===== src/rtl/disp_rdarb_pkg.sv =====
// Shared definitions for the display VRAM read arbiter: FSM state encodings,
// grant IDs and default sizing parameters.
package disp_rdarb_pkg;

    typedef enum logic {
        ST_IDLE = 1'b0,
        ST_ADDR = 1'b1
    } ar_state_t;

    typedef enum logic {
        GNT_DISP = 1'b0,
        GNT_DRAW = 1'b1
    } gnt_t;

    localparam int DEF_OUTSTD     = 4;
    localparam int DEF_STARVE_MAX = 8;

endpackage


===== src/rtl/disp_rdarb_ordfifo.sv =====
// Ordering FIFO for the read arbiter: remembers which requester owns each
// outstanding burst. One bit wide, DEPTH entries (power of two, >= 2).
module disp_rdarb_ordfifo #(
    parameter int DEPTH = 4
) (
    input  logic ACLK,
    input  logic ARST_N,
    input  logic push,
    input  logic pop,
    input  logic din,
    output logic head,
    output logic full,
    output logic empty
);

    localparam int AW = $clog2(DEPTH);

    logic [DEPTH-1:0] mem;
    logic [AW:0]      wr_ptr;
    logic [AW:0]      rd_ptr;

    // The extra pointer MSB separates full from empty when the indices match.
    always_ff @(posedge ACLK or negedge ARST_N) begin
        if (!ARST_N) begin
            mem    <= '0;
            wr_ptr <= '0;
            rd_ptr <= '0;
        end else begin
            if (push) begin
                mem[wr_ptr[AW-1:0]] <= din;
                wr_ptr              <= wr_ptr + 1'b1;
            end
            if (pop) begin
                rd_ptr <= rd_ptr + 1'b1;
            end
        end
    end

    assign head  = mem[rd_ptr[AW-1:0]];
    assign empty = (wr_ptr == rd_ptr);
    assign full  = (wr_ptr[AW] != rd_ptr[AW]) && (wr_ptr[AW-1:0] == rd_ptr[AW-1:0]);

endmodule


===== src/rtl/disp_vram_rdarb.sv =====
// Two-requester AXI read arbiter onto the VRAM port; S0 (display) has priority.
// Optional feature: ARB_STARVE_LIMIT_EN bounds how long S1 can be starved.
module disp_vram_rdarb
    import disp_rdarb_pkg::*;
#(
    parameter int DW         = 64,
    parameter int OUTSTD     = DEF_OUTSTD,
    parameter int STARVE_MAX = DEF_STARVE_MAX
) (
    input  logic          ACLK,
    input  logic          ARST_N,

    input  logic [31:0]   S0_ARADDR,
    input  logic          S0_ARVALID,
    output logic          S0_ARREADY,
    output logic [DW-1:0] S0_RDATA,
    output logic          S0_RVALID,
    output logic          S0_RLAST,
    input  logic          S0_RREADY,

    input  logic [31:0]   S1_ARADDR,
    input  logic          S1_ARVALID,
    output logic          S1_ARREADY,
    output logic [DW-1:0] S1_RDATA,
    output logic          S1_RVALID,
    output logic          S1_RLAST,
    input  logic          S1_RREADY,

    output logic [31:0]   M_ARADDR,
    output logic          M_ARVALID,
    input  logic          M_ARREADY,
    input  logic [DW-1:0] M_RDATA,
    input  logic          M_RVALID,
    input  logic          M_RLAST,
    output logic          M_RREADY
);

    ar_state_t state;
    gnt_t      gnt;
    gnt_t      next_gnt;
    logic      ar_req;
    logic      ar_hs;
    logic      fifo_full;
    logic      fifo_empty;
    logic      fifo_head;
    logic      r_pop;

    assign ar_req = S0_ARVALID | S1_ARVALID;
    assign ar_hs  = M_ARVALID & M_ARREADY;

`ifdef ARB_STARVE_LIMIT_EN
    localparam int SCW = $clog2(STARVE_MAX + 1);

    logic [SCW-1:0] starve_cnt;
    logic           starve_hit;

    assign starve_hit = S1_ARVALID && (starve_cnt == SCW'(STARVE_MAX));

    // Counts S0 wins that S1 had to sit through; never passes STARVE_MAX
    // because reaching it forces the next decision to S1.
    always_ff @(posedge ACLK or negedge ARST_N) begin
        if (!ARST_N) begin
            starve_cnt <= '0;
        end else if (state == ST_IDLE && !fifo_full && ar_req) begin
            if (next_gnt == GNT_DRAW) begin
                starve_cnt <= '0;
            end else if (S1_ARVALID) begin
                starve_cnt <= starve_cnt + 1'b1;
            end
        end
    end
`endif

    always_comb begin
        next_gnt = S0_ARVALID ? GNT_DISP : GNT_DRAW;
`ifdef ARB_STARVE_LIMIT_EN
        if (starve_hit) begin
            next_gnt = GNT_DRAW;
        end
`endif
    end

    // Grant is latched on IDLE exit and held through ADDR so a late S0
    // request cannot pull the address out from under a pending S1 grant.
    always_ff @(posedge ACLK or negedge ARST_N) begin
        if (!ARST_N) begin
            state <= ST_IDLE;
            gnt   <= GNT_DISP;
        end else begin
            case (state)
                ST_IDLE: begin
                    if (!fifo_full && ar_req) begin
                        gnt   <= next_gnt;
                        state <= ST_ADDR;
                    end
                end
                ST_ADDR: begin
                    if (M_ARREADY) begin
                        state <= ST_IDLE;
                    end
                end
                default: state <= ST_IDLE;
            endcase
        end
    end

    assign M_ARVALID  = (state == ST_ADDR);
    assign M_ARADDR   = (gnt == GNT_DRAW) ? S1_ARADDR : S0_ARADDR;
    assign S0_ARREADY = M_ARVALID & (gnt == GNT_DISP) & M_ARREADY;
    assign S1_ARREADY = M_ARVALID & (gnt == GNT_DRAW) & M_ARREADY;

    disp_rdarb_ordfifo #(
        .DEPTH (OUTSTD)
    ) u_ordfifo (
        .ACLK   (ACLK),
        .ARST_N (ARST_N),
        .push   (ar_hs),
        .pop    (r_pop),
        .din    (gnt),
        .head   (fifo_head),
        .full   (fifo_full),
        .empty  (fifo_empty)
    );

    // Beats with no recorded owner are stalled rather than dropped.
    assign M_RREADY  = !fifo_empty && (fifo_head ? S1_RREADY : S0_RREADY);
    assign S0_RVALID = M_RVALID && !fifo_empty && !fifo_head;
    assign S1_RVALID = M_RVALID && !fifo_empty && fifo_head;
    assign r_pop     = M_RVALID & M_RREADY & M_RLAST;

    assign S0_RDATA = M_RDATA;
    assign S1_RDATA = M_RDATA;
    assign S0_RLAST = M_RLAST;
    assign S1_RLAST = M_RLAST;

endmodule


===== config.mk =====
export PLATFORM = sky130hd
export DESIGN_NAME = disp_vram_rdarb
export DESIGN_NICKNAME = d
export VERILOG_FILES = /design/src/rtl/disp_rdarb_pkg.sv /design/src/rtl/disp_rdarb_ordfifo.sv /design/src/rtl/disp_vram_rdarb.sv
export SDC_FILE = /design/constraint.sdc
export NUM_CORES = 1
export LEC_CHECK = 0
export ABC_AREA = 1
export CAP_MARGIN = 20
export CELL_PAD_IN_SITES_DETAIL_PLACEMENT = 1
export CELL_PAD_IN_SITES_GLOBAL_PLACEMENT = 1
export CORE_UTILIZATION = 15
export CTS_CLUSTER_DIAMETER = 80
export DETAILED_ROUTE_END_ITERATION = 8
export PLACE_DENSITY = 0.95
export SLEW_MARGIN = 15
export SYNTH_ARGS = -nofsm -noshare
export SYNTH_HDL_FRONTEND = slang
export SYNTH_SLANG_ARGS = --single-unit

===== constraint.sdc =====
create_clock -name ACLK -period 2.6 [get_ports ACLK]
set_input_delay 0.52 -clock ACLK [delete_from_list [all_inputs] [get_ports ACLK]]
set_output_delay 0.52 -clock ACLK [all_outputs]
set_load 0.01 [all_outputs]

==> results.py <==
metrics = {
    "global_routing": {
        "grtUsageTotal_pct": 8.88,
        "grt_pass1_vias": 1790,
        "antenna_found_initial": 0,
        "grt_pass1_wl_um": 9840,
        "grt_max_degree": 34,
        "grt.overflow.total": 0,
    },
    "setup_path": {
        "cp-start-kind": "input pin",
        "crit_top_cell": "clkdlybuf4s50_1",
        "critPathRequiredTime_ps": 2080,
        "crit_fanout": 4,
        "crit_type": "input pin to primary output",
        "max_stage_delay_ps": 550,
        "cp.arrival_ps": 1870,
        "slowest_stage": "clkdlybuf4s50_1",
        "worst-path-buf-inv": 3,
        "cp-end-kind": "primary output",
        "critPathTopFamily": "buffers and inverters",
        "cp_cell_sequence": "clkdlybuf4s50_1 -> inv_1 -> nand3_1 -> nand2_2 -> nor2_4 -> clkdlybuf4s50_1",
    },
    "routing": {
        "drt_iter0_drc": 49,
        "drc": 0,
        "totalWireLength_um": 6610,
        "final_antenna_net_count": 0,
        "routedWlPerCell_um": 13.7,
        "via_count": 1718,
        "drtPass1Iterations": 4,
        "viasPerCell": 3.56,
    },
    "timing": {
        "fin_crit_ps": 2390,
        "setup_violations": 0,
        "tightestPinTransition_ps": 552,
        "slew_violations": 0,
        "relSlewSlack_pct": 63.1,
        "skew_ps": 2.17,
        "finalCritPeriodShare_pct": 91.8,
        "rsz0062_at_grt": "false",
        "tns_ps": 0,
        "report.final.hold_viol_count": 0,
        "max_freq_mhz": 419,
    },
    "final_layout": {
        "area_growth_pct": 21.8,
        "finalNetCount": 450,
        "fin_cells": 483,
        "drive_above_1_share_pct": 5.54,
        "diodes": 0,
        "nFillCells": 1662,
    },
    "clock_tree": {
        "numCtsBuffers": 3,
        "post_cts_resize_count": 0,
        "cts_tree": "done",
        "post-cts-setup-buffers": 0,
        "clock_path_buffers": 2,
        "cts_hold_repair.buffers": 0,
        "cts_sinks": 12,
        "h-tree-depth": 1,
        "cts_root_buffer": "clkbuf_16",
        "clk_latency_ps": 240,
        "clkTransAtPathRegs_ps": 40,
    },
    "synth": {
        "post-synth-top-count-cell": "buf_4",
        "mappedNetlistArea_mm2": 0.00210,
        "ys_seq_area_share_pct": 14.3,
        "synth-seq-cells": 12,
        "synth_area_per_cell_um2": 6.46,
        "synth_edf_count": 0,
        "ys_top_cells_by_area": "buf_4, nand2_1, dfrtp_1, ha_1, o21ai_0",
        "synthFlopType": "dfrtp_1",
        "async_flop_share_pct": 100,
        "synthesis.nets": 467,
        "synth_top_area_share_pct": 46.5,
        "yosysWarnings": 0,
        "synthTopCellsByCount": "buf_4, nand2_1, dfrtp_1, inv_1, o21ai_0",
        "yosysTopAreaCell": "buf_4",
        "synth.distinct_cells": 20,
        "syn_inst": 325,
    },
    "placement": {
        "placed_cells": 479,
        "dp_hpwl_um": 5670,
        "gp_congestion": 0.734,
        "portBuffers": 112,
    },
    "power": {
        "leakagePower_uw": 0.00117,
        "ir_drop_v": 0.000263,
        "cellPowerDensity_mw_per_mm2": 917,
    },
    "die": {
        "start_util_pct": 15.6,
        "die_y_um": 120,
        "core-area_mm2": 0.0135,
        "rows": 42,
        "die_w_um": 120,
        "io_pins": 305,
        "dieArea_mm2": 0.0145,
    },
    "worst_hold_path": {
        "min_path_type": "register to register",
    },
    "status": {
        "outcome": "finished, final reports clean",
    },
    "run": {
        "drv_cap": 0,
    },
}
==> routing by layer <==
layer | track usage (%) | up-vias | wire length [um]
li1 | - | 819 | -
met1 | 8.12 | 735 | 2140
met2 | 15.9 | 156 | 3380
met3 | 5.99 | 8 | 1040
met4 | 2.47 | 0 | 57
met5 | 0 | - | 0
==> flip-flops by register name (all words and copies together), names as in the netlist <==
register and count:
u_ordfifo.mem 4, u_ordfifo.rd_ptr 3, u_ordfifo.wr_ptr 3, M_ARVALID 1, gnt 1
==> through the flow <==
step | power, uW | hold WS, ps | worst slack (ps) | util [%] | area (um^2)
floorplan | 1380 | 224 | 1080 | - | 2100
global placement | 2010 | 469 | 240 | 18.3 | 2470
detailed placement | 2060 | 475 | 218 | 18.3 | 2470
CTS | 2400 | 486 | 202 | 19.0 | 2560
global route | 2570 | 508 | 106 | 19.0 | 2560
finish | 2340 | 483 | 214 | 19.0 | 2560
==> power by group <==
group          total [uW]  internal [uW]  switching (uW)  leakage [uW]
clock network         313            232            81.0     0.0000442
logic                1650            800             853      0.000983
registers             378            279            98.8      0.000148
==> layout by cell type (no fill, tap or decap), types with 2 or more instances in the layout <==
cell type and count:
nand2_1 129, clkdlybuf4s50_1 112, dfrtp_1 12, inv_1 8, o21ai_0 7, nand4_1 5
ha_1 5, nor2_1 4, nand2_2 4, nand3_2 3, xor2_1 3, clkbuf_16 3
nand3_1 2, buf_4 2
==> final timing paths <==
kind | start | slack (ps) | depth (start not counted) | to
hold / removal | u_ordfifo.mem[1] | 480 | 2 | u_ordfifo.mem[1]
min in group asynchronous | ARST_N | 640 | 1 | u_ordfifo.mem[3]
setup / recovery | S1_RREADY | 210 | 6 | M_RREADY
max in group asynchronous | ARST_N | 1590 | 1 | u_ordfifo.rd_ptr[1]
hold reg to reg | u_ordfifo.mem[1] | 480 | 2 | u_ordfifo.mem[1]
setup reg to reg | u_ordfifo.rd_ptr[0] | 1210 | 9 | u_ordfifo.rd_ptr[2]
==> final cells by class <==
type                            instances  area [um^2]  share of cell area, %
Clock buffer                            4         88.8                   3.48
Inverter                               10         37.5                   1.47
Multi-Input combinational cell        166          753                   29.5
Sequential cell                        12          300                   11.7
Tap cell                              176          220                   8.61
Timing Repair Buffer                  115         1160                   45.2
==> kinds of logic (layout without fill, tap and decap cells) <==
family	after synthesis	in the layout	share of synthesized area (%)
buffers and inverters	147	129	49.8
AO/OA/AOI/OAI	8	8	2.03
adder cells (fa/ha/maj)	5	5	2.98
AND/OR/NAND/NOR	149	149	29.2
flip-flops	12	12	14.3
XOR/XNOR	4	4	1.67
==> worst min-delay path, cell delays in order, from the launching register on <==
cell	delay, ps
dfrtp_1	340
nand2_1	50
o21ai_0	50
Note: power is estimated with default switching activity, not from simulation.
